==> src/rtl/lsu.sv <==
// Load/store unit: maps byte-addressed word/half/byte requests onto a word-wide
// synchronous RAM, with read-modify-write for sub-word stores.
module lsu #(
    parameter int ADDR_WIDTH = 8
) (
    input  logic                  i_clk,
    input  logic                  i_rst,
    input  logic                  i_req,
    input  logic                  i_wr,
    input  logic [1:0]            i_size,
    input  logic                  i_unsigned,
    input  logic [31:0]           i_addr,
    input  logic [31:0]           i_wdata,
    output logic [31:0]           o_rdata,
    output logic                  o_busy,
    output logic                  o_done,
    output logic                  o_misalign,
    output logic                  o_ram_we,
    output logic                  o_ram_oe,
    output logic [ADDR_WIDTH-1:0] o_ram_addr,
    output logic [31:0]           o_ram_data,
    input  logic [31:0]           i_ram_data
);

    typedef enum logic [1:0] {IDLE, RD, CAP, WR} state_e;
    typedef enum logic [1:0] {SZ_BYTE, SZ_HALF, SZ_WORD, SZ_BAD} size_e;

    state_e                state, state_nxt;
    size_e                 req_size;
    logic                  req_wr, req_unsigned;
    logic [1:0]            req_lane;
    logic [15:0]           req_wdata;

    logic                  accept, fault;
    logic [31:0]           rdata_nxt, ram_data_nxt;
    logic [ADDR_WIDTH-1:0] ram_addr_nxt;
    logic                  done_nxt, misalign_nxt, we_nxt, oe_nxt;
    logic [7:0]            sel_byte;
    logic [15:0]           sel_half;
    logic [31:0]           load_val, merged;

    // Address bits above the RAM range wrap and are intentionally unused.
    logic unused_addr_hi;
    assign unused_addr_hi = ^i_addr[31:ADDR_WIDTH+2];

    assign o_busy = (state != IDLE);
    assign accept = (state == IDLE) && i_req;
    assign fault  = (i_size == SZ_BAD)
                 || ((i_size == SZ_HALF) && i_addr[0])
                 || ((i_size == SZ_WORD) && (i_addr[1:0] != 2'b00));

    // Lane extraction/extension for loads and lane merge for sub-word stores.
    always_comb begin
        sel_byte = i_ram_data[{req_lane, 3'b000} +: 8];
        sel_half = req_lane[1] ? i_ram_data[31:16] : i_ram_data[15:0];
        case (req_size)
            SZ_BYTE: load_val = {{24{~req_unsigned & sel_byte[7]}}, sel_byte};
            SZ_HALF: load_val = {{16{~req_unsigned & sel_half[15]}}, sel_half};
            default: load_val = i_ram_data;
        endcase
        merged = i_ram_data;
        if (req_size == SZ_BYTE)
            merged[{req_lane, 3'b000} +: 8] = req_wdata[7:0];
        else if (req_lane[1])
            merged[31:16] = req_wdata;
        else
            merged[15:0] = req_wdata;
    end

    always_comb begin
        // NOTE: every output of this block gets a default first so no latch is inferred.
        state_nxt    = state;
        rdata_nxt    = o_rdata;
        ram_addr_nxt = o_ram_addr;
        ram_data_nxt = o_ram_data;
        done_nxt     = 1'b0;
        misalign_nxt = 1'b0;
        we_nxt       = 1'b0;
        oe_nxt       = 1'b0;
        case (state)
            IDLE: begin
                if (accept) begin
                    if (fault) begin
                        done_nxt     = 1'b1;
                        misalign_nxt = 1'b1;
                    end else begin
                        ram_addr_nxt = i_addr[ADDR_WIDTH+1:2];
                        if (i_wr && (i_size == SZ_WORD)) begin
                            state_nxt    = WR;
                            we_nxt       = 1'b1;
                            ram_data_nxt = i_wdata;
                        end else begin
                            state_nxt = RD;
                            oe_nxt    = 1'b1;
                        end
                    end
                end
            end
            RD:  state_nxt = CAP;
            CAP: begin
                if (req_wr) begin
                    state_nxt    = WR;
                    we_nxt       = 1'b1;
                    ram_data_nxt = merged;
                end else begin
                    state_nxt = IDLE;
                    rdata_nxt = load_val;
                    done_nxt  = 1'b1;
                end
            end
            WR: begin
                state_nxt = IDLE;
                done_nxt  = 1'b1;
            end
            default: state_nxt = IDLE;
        endcase
    end

    // NOTE: sequential state uses non-blocking assignments so all flops update together.
    always_ff @(posedge i_clk or posedge i_rst) begin
        if (i_rst) begin
            state        <= IDLE;
            o_rdata      <= '0;
            o_ram_addr   <= '0;
            o_ram_data   <= '0;
            o_done       <= 1'b0;
            o_misalign   <= 1'b0;
            o_ram_we     <= 1'b0;
            o_ram_oe     <= 1'b0;
            req_size     <= SZ_BYTE;
            req_wr       <= 1'b0;
            req_unsigned <= 1'b0;
            req_lane     <= 2'b00;
            req_wdata    <= '0;
        end else begin
            state      <= state_nxt;
            o_rdata    <= rdata_nxt;
            o_ram_addr <= ram_addr_nxt;
            o_ram_data <= ram_data_nxt;
            o_done     <= done_nxt;
            o_misalign <= misalign_nxt;
            o_ram_we   <= we_nxt;
            o_ram_oe   <= oe_nxt;
            if (accept) begin
                req_size     <= size_e'(i_size);
                req_wr       <= i_wr;
                req_unsigned <= i_unsigned;
                req_lane     <= i_addr[1:0];
                req_wdata    <= i_wdata[15:0];
            end
        end
    end

endmodule

==> config.mk <==
export PLATFORM = sky130hd
export DESIGN_NAME = lsu
export DESIGN_NICKNAME = d
export VERILOG_FILES = /design/src/rtl/lsu.sv
export SDC_FILE = /design/constraint.sdc
export NUM_CORES = 1
export LEC_CHECK = 0
export CAP_MARGIN = 20
export CELL_PAD_IN_SITES_DETAIL_PLACEMENT = 0
export CELL_PAD_IN_SITES_GLOBAL_PLACEMENT = 1
export CORE_ASPECT_RATIO = 0.6
export CORE_MARGIN = 5
export CORE_UTILIZATION = 32
export DETAILED_ROUTE_END_ITERATION = 6
export PLACE_DENSITY_LB_ADDON = 0.08
export SYNTH_ARGS = -nofsm -noshare
export SYNTH_HDL_FRONTEND = slang
export SYNTH_SLANG_ARGS = --single-unit
export TNS_END_PERCENT = 1
==> constraint.sdc <==
create_clock -name i_clk -period 2.95 [get_ports i_clk]
set_clock_uncertainty 0.05 [all_clocks]
set_input_delay 0.4425 -clock i_clk [delete_from_list [all_inputs] [get_ports i_clk]]
set_output_delay 0.4425 -clock i_clk [all_outputs]
set_load 0.05 [all_outputs]
==> results.md, run 1 <==
* Status: finished, final reports clean
* Global-route total usage across every layer at 0.198
* Worst path cell trace: or2_2 -> clkdlybuf4s50_1
* Pin count of the biggest net entering global routing at 43
* Util after Layout at 0.457
* Setup_tns at 0 ns
* Synth Register Bits at 100
* Clock Latency Late Sink at 0.36 ns
* Grt total ovfl at 0
* Initial antenna violation count at 1
* Via count at 5139
* Worst hold slack at 0.433 ns
* Met2 WL at 8450 um
* Reg clk slew, reported paths at 0.07 ns
* Worst EP required at 2.46 ns
* # resized after CTS at 0
* Final Hold Vio Count at 0
* Max-cap violations at 0
* Pwr per Cell Area at 1260 nW/um^2
* Commonest non-fill, non-tap cells in the layout: clkdlybuf4s50_1, dfrtp_1, mux2_2
* Final WL at 20600 um
* Root Buffer: clkbuf_16
* Crit Path Max Fanout at 9
* Drt wl/cell at 21.7 um
* IO Port Bufs at 157
* Fmax achieved at 415 MHz
* Synth-to-layout area growth at 38.3%
* Gate Count Post-Synth at 566
* Unrepaired setup endpoints after global routing: false
* Final Critical Period at 2.41 ns
* Pleak at 3.17 nW
* Number of diodes at 0
* DR pass1 iterations at 5
* Die W at 183 um
* Top sig layer: met4
* Int Pwr at 5.06 mW
* Clock power frac at 0.125
* Vias per cell at 5.40
* Sw frac at 0.496
* Worst setup SP type: register
* Sequential area share after synthesis at 0.436
* Post-DP Area at 7630 um^2
* GP Congestion at 0.804
* H-tree depth at 3
* Design Area, Final at 7940 um^2
* Count of different cell masters after synthesis at 42
* Number of core rows at 37
* Peak supply drop at 0.000588 V
* DRT iter0 DRCs at 317
* Comb power frac at 0.616
* Arr. time, crit path at 1.91 ns
* Synth warn at 0
* Final slew viol count at 0
* Routed length on met1 at 10400 um
* Setup crit end kind: output pin
* Flop pwr share at 0.259
* Slowest-stage cell, CP: clkdlybuf4s50_1
* Io pins at 180
* CTS tree: yes
* CP max stage delay at 0.80 ns
* Met3 WL at 1600 um
* Share of cells above drive strength 1 at 0.166
* Commonest non-fill, non-tap cell in the layout: clkdlybuf4s50_1
* Setup violators final at 0
* Mapped Nets at 674
* First-pass GRT wire length at 31600 um
* Synth Cell Area at 5740 um^2
* Vias in the first global route at 5182
* Die area at 20800 um^2
* CTS sink count at 100
* Power consumption at 10.0 mW
* Slew @ Worst Pin at 0.831 ns
* Final Cycle Share at 0.816
* Synthesized area per cell at 10.1 um^2
* Hold crit path type: reg -> reg
* DP Wirelength at 15400 um
* Total CTS buffers at 9
* Flop2flop setup slack at 0.57 ns
* Core Area at 17400 um^2
* Fin nets at 822
* Die Ht at 114 um
* CTS Hold Bufs at 0
* Sw power at 4.97 mW
* # DRC at 0
* Clock buffer depth at 2
* Max-slew headroom at 0.445
* Post-CTS Setup Bufs at 0
* Remaining antenna violation count at 0
* Kind of critical path: reg -> out
* Initial core utilization at 0.331
[flip-flops by register name, summed over array words and instances (netlist names)]
name / cells
req_size: 2
o_ram_data: 32
o_done: 1
o_ram_addr: 8
o_ram_oe: 1
o_misalign: 1
state: 2
req_unsigned: 1
req_wdata: 16
o_ram_we: 1
req_wr: 1
req_lane: 2
o_rdata: 32
[cells in the mapped netlist]
library cell	count	area share
clkbuf_2	1	0.00087
ha_1	5	0.011
o221ai_1	16	0.024
dfrtp_1	100	0.44
nand4_1	1	0.0011
nand4b_1	8	0.012
mux2_2	64	0.13
nor2b_1	9	0.0098
mux2_1	2	0.0039
a211oi_2	1	0.0022
clkbuf_1	29	0.019
a211oi_1	31	0.041
and3_1	8	0.0087
nor4bb_1	1	0.0017
buf_2	7	0.0061
a221oi_2	5	0.013
nand2_1	43	0.028
nor3b_4	1	0.0033
and3b_1	1	0.0015
or2_2	3	0.0033
nor2_1	58	0.038
buf_1	3	0.0020
a21oi_1	20	0.017
a311oi_1	10	0.015
nor3_1	6	0.0052
nor3b_1	11	0.014
o21bai_1	1	0.0013
o21ai_1	1	0.00087
o31a_1	1	0.0015
a21o_1	2	0.0026
nand2b_1	3	0.0033
or4b_1	1	0.0017
inv_1	23	0.015
o31ai_4	1	0.0037
nand3_1	4	0.0035
and2_1	6	0.0065
a221oi_1	16	0.024
buf_4	3	0.0039
mux2i_1	35	0.061
buf_6	2	0.0039
o21ai_0	22	0.019
nor4b_2	1	0.0026
[layer usage]
layer  GRT usage  up-vias
li1            -     2359
met1       0.307     2590
met2       0.278      178
met3      0.0532       12
met4      0.0342        0
met5           0        -
[area by class of cell]
cell class	instances	area, um^2
Clock inverter	3	46.3
Fill cell	1631	9420
Sequential cell	100	2500
Multi-Input combinational cell	398	2950
Clock buffer	12	256
Tap cell	234	293
Timing Repair Buffer	182	1800
Inverter	23	90.1
[cell families after synthesis]
kind of cell	synth area share
mux	0.191
simple gates	0.145
flops	0.436
compound gates	0.167
fa+ha+maj	0.0109
buf+inv	0.0508
[metrics by stage]
| step | instances | worst slack [ns] |
|---|---|---|
| after floorplan | 566 | 0.642 |
| after global placement | 937 | 0.503 |
| after detailed placement | 937 | 0.469 |
| after CTS | 952 | 0.524 |
| after global routing | 952 | 0.430 |
| final | 952 | 0.543 |
[power groups by stage]
stage                     Combinational [mW]  Sequential, mW  Clock [mW]
after floorplan                         2.46            4.28           0
after global placement                  6.14            2.59           0
after detailed placement                6.20            2.63           0
after CTS                               6.22            2.60        1.28
after global routing                    6.57            2.70        1.33
final                                   6.18            2.60        1.25
[path summary, 6_finish.rpt]
path,start,end,depth (start not counted)
min in group asynchronous,i_rst,o_rdata[16],2
setup reg to reg,req_lane[1],o_ram_data[21],6
max in group asynchronous,i_rst,o_rdata[2],3
setup / recovery,state[0],o_busy,2
hold reg to reg,o_rdata[1],o_rdata[1],2
hold / removal,o_rdata[1],o_rdata[1],2
[critical path: cells and delay by family (launching register included)]
| kind | cells | cell delay [ns] |
|---|---|---|
| buffers and inverters | 1 | 0.80 |
| flip-flops | 1 | 0.57 |
| AND/OR/NAND/NOR | 1 | 0.18 |
No activity file was read; power rests on OpenSTA's default activity.
==> run 2: changes to the inputs <==
- CORE_UTILIZATION: 32 -> 35
- clock period: 2.95 -> 2.3 ns (I/O delays scaled with it)
==> run 2 against run 1 <==
Compared with the run above: clock-buffer cell count fell by 1; sequential share of layout area fell by 0.29 points; clock power up 21%; routed wire length shrank 1.2%; critical endpoint is now o_ram_data[15]; design area increased by 0.93%; hold slack lost 0.0031 ns; highest routed layer is now met5; core utilization up 3.8 points; sequential power up 28%; first-iteration DRC count is 57% higher; power is 29% higher; cell count shrank 0.95%; largest power group unchanged; via count is 0.72% higher.
==> results.md, run 2 (synthesis gave the netlist of run 1 again) <==
* Pleak at 3.25 nW (was 3.17 nW)
* Reg clk slew, reported paths at 0.07 ns (about the same)
* Io pins at 180 (unchanged)
* First-pass GRT wire length at 31100 um (was 31600 um)
* Synth-to-layout area growth at 39.6% (was 38.3%)
* GP Congestion at 0.861 (was 0.804)
* Worst setup SP type: register (unchanged)
* Util after Layout at 0.495 (was 0.457)
* Worst EP required at 2.49 ns (was 2.46 ns)
* Crit Path Max Fanout at 9 (unchanged)
* Remaining antenna violation count at 0 (unchanged)
* Unrepaired setup endpoints after global routing: false (unchanged)
* Final Hold Vio Count at 0 (unchanged)
* Arr. time, crit path at 2.33 ns (was 1.91 ns)
* Via count at 5176 (was 5139)
* Root Buffer: clkbuf_16 (unchanged)
* Setup violators final at 0 (unchanged)
* Drt wl/cell at 21.6 um (was 21.7 um)
* Initial core utilization at 0.355 (was 0.331)
* DP Wirelength at 15100 um (was 15400 um)
* Status: finished, final reports clean (unchanged)
* CTS Hold Bufs at 0 (unchanged)
* Pin count of the biggest net entering global routing at 101 (was 43)
* Post-CTS Setup Bufs at 0 (unchanged)
* Power consumption at 12.9 mW (was 10.0 mW)
* Vias per cell at 5.49 (was 5.40)
* DRT iter0 DRCs at 498 (was 317)
* Peak supply drop at 0.000712 V (was 0.000588 V)
* Fin nets at 836 (was 822)
* Final Cycle Share at 0.930
* Final WL at 20400 um (was 20600 um)
* Initial antenna violation count at 1 (unchanged)
* Die W at 175 um (was 183 um)
* Max-slew headroom at 0.621 (was 0.445)
* Clock Latency Late Sink at 0.35 ns (was 0.36 ns)
* Number of core rows at 36 (was 37)
* Core Area at 16200 um^2 (was 17400 um^2)
* H-tree depth at 3 (unchanged)
* Fmax achieved at 467 MHz
* Die area at 19100 um^2 (was 20800 um^2)
* Final Critical Period at 2.14 ns
* Vias in the first global route at 5299 (was 5182)
* IO Port Bufs at 157 (unchanged)
* CTS tree: yes (unchanged)
* Global-route total usage across every layer at 0.214 (was 0.198)
* Filler Cell Count at 1492 (was 1631)
* Clock buffer depth at 2 (unchanged)
* Kind of critical path: reg -> reg (was reg -> out)
* Final slew viol count at 0 (unchanged)
* Die Ht at 109 um (was 114 um)
* CTS sink count at 100 (unchanged)
* Share of cells above drive strength 1 at 0.187 (was 0.166)
* Largest registers: o_ram_data (32), o_rdata (32), req_wdata (16) (unchanged)
* # DRC at 0 (unchanged)
* DR pass1 iterations at 5 (unchanged)
* Commonest non-fill, non-tap cells in the layout: clkdlybuf4s50_1, dfrtp_1, mux2_2 (unchanged)
* Commonest non-fill, non-tap cell in the layout: clkdlybuf4s50_1 (unchanged)
* Slew @ Worst Pin at 0.566 ns (was 0.831 ns)
* Setup crit end kind: register (was output pin)
* Max-cap violations at 0 (unchanged)
* Pwr per Cell Area at 1610 nW/um^2 (was 1260 nW/um^2)
* Hold crit path type: reg -> reg (unchanged)
* Total CTS buffers at 9 (unchanged)
* Grt total ovfl at 0 (unchanged)
## run 2: power breakdown
part	total, mW	switching, mW	internal (mW)
combinational	8.10	5.04	3.06
sequential	3.33	0.681	2.65
clock	1.51	0.711	0.796
total	12.9	6.43	6.50
## run 2: routing by layer
metal  GRT usage  wire (um)  vias up
met1       0.309      10100     2578
met2       0.298       8160      168
met5           0         20        -
li1            -          -     2403
met3      0.0863       1820       25
met4      0.0476        292        2
## run 2: worst max-delay path, cell delays in order (launching register included)
cell	delay, ns
dfrtp_2	0.44
inv_1	0.16
ha_1	0.36
inv_1	0.26
a221oi_1	0.36
a211oi_1	0.11
mux2_2	0.28
## run 2: area by class of cell
type / instances / area, um^2 / area share
clock buffer: 11 / 253 / 0.0315
clock inverter: 5 / 35.0 / 0.00437
tap: 209 / 262 / 0.0326
sequential: 100 / 2500 / 0.313
timing repair buffer: 196 / 1900 / 0.238
inverter: 23 / 90.1 / 0.0112
antenna: 1 / 2.50 / 0.000312
multi-input combinational: 398 / 2960 / 0.370
## run 2: worst paths after layout
kind | start | to | slack [ns] | cells after the start
setup / recovery | req_lane[1] | o_ram_data[15] | 0.16 | 6
hold / removal | o_rdata[3] | o_rdata[3] | 0.43 | 2
setup reg to reg | req_lane[1] | o_ram_data[15] | 0.16 | 6
hold reg to reg | o_rdata[3] | o_rdata[3] | 0.43 | 2
max in group asynchronous | i_rst | req_wdata[5] | 1.32 | 3
min in group asynchronous | i_rst | o_rdata[18] | 0.44 | 3
## run 2: through the flow
stage	TNS (ns)	hold slack, ns	setup WS, ns	instance area (um^2)	instances
CTS	0	0.436	0.00367	8000	942
detailed placement	0	0.421	0.0149	7710	926
finish	0	0.430	0.160	8010	943
floorplan	-0.0258	0.412	-0.00767	5740	566
global placement	0	0.423	0.0765	7710	926
global route	0	0.468	0.00710	8010	942
## run 2: repair_timing
item	CTS	global route
resized for setup	0	3
hold endpoints to repair	0	0
setup endpoints to repair	0	3
==> run 3: changes to the inputs <==
- CTS_CLUSTER_DIAMETER: unset -> 80
==> results of run 3 <==
No change in the layout: final DEF, timing and power equal those of run 2.
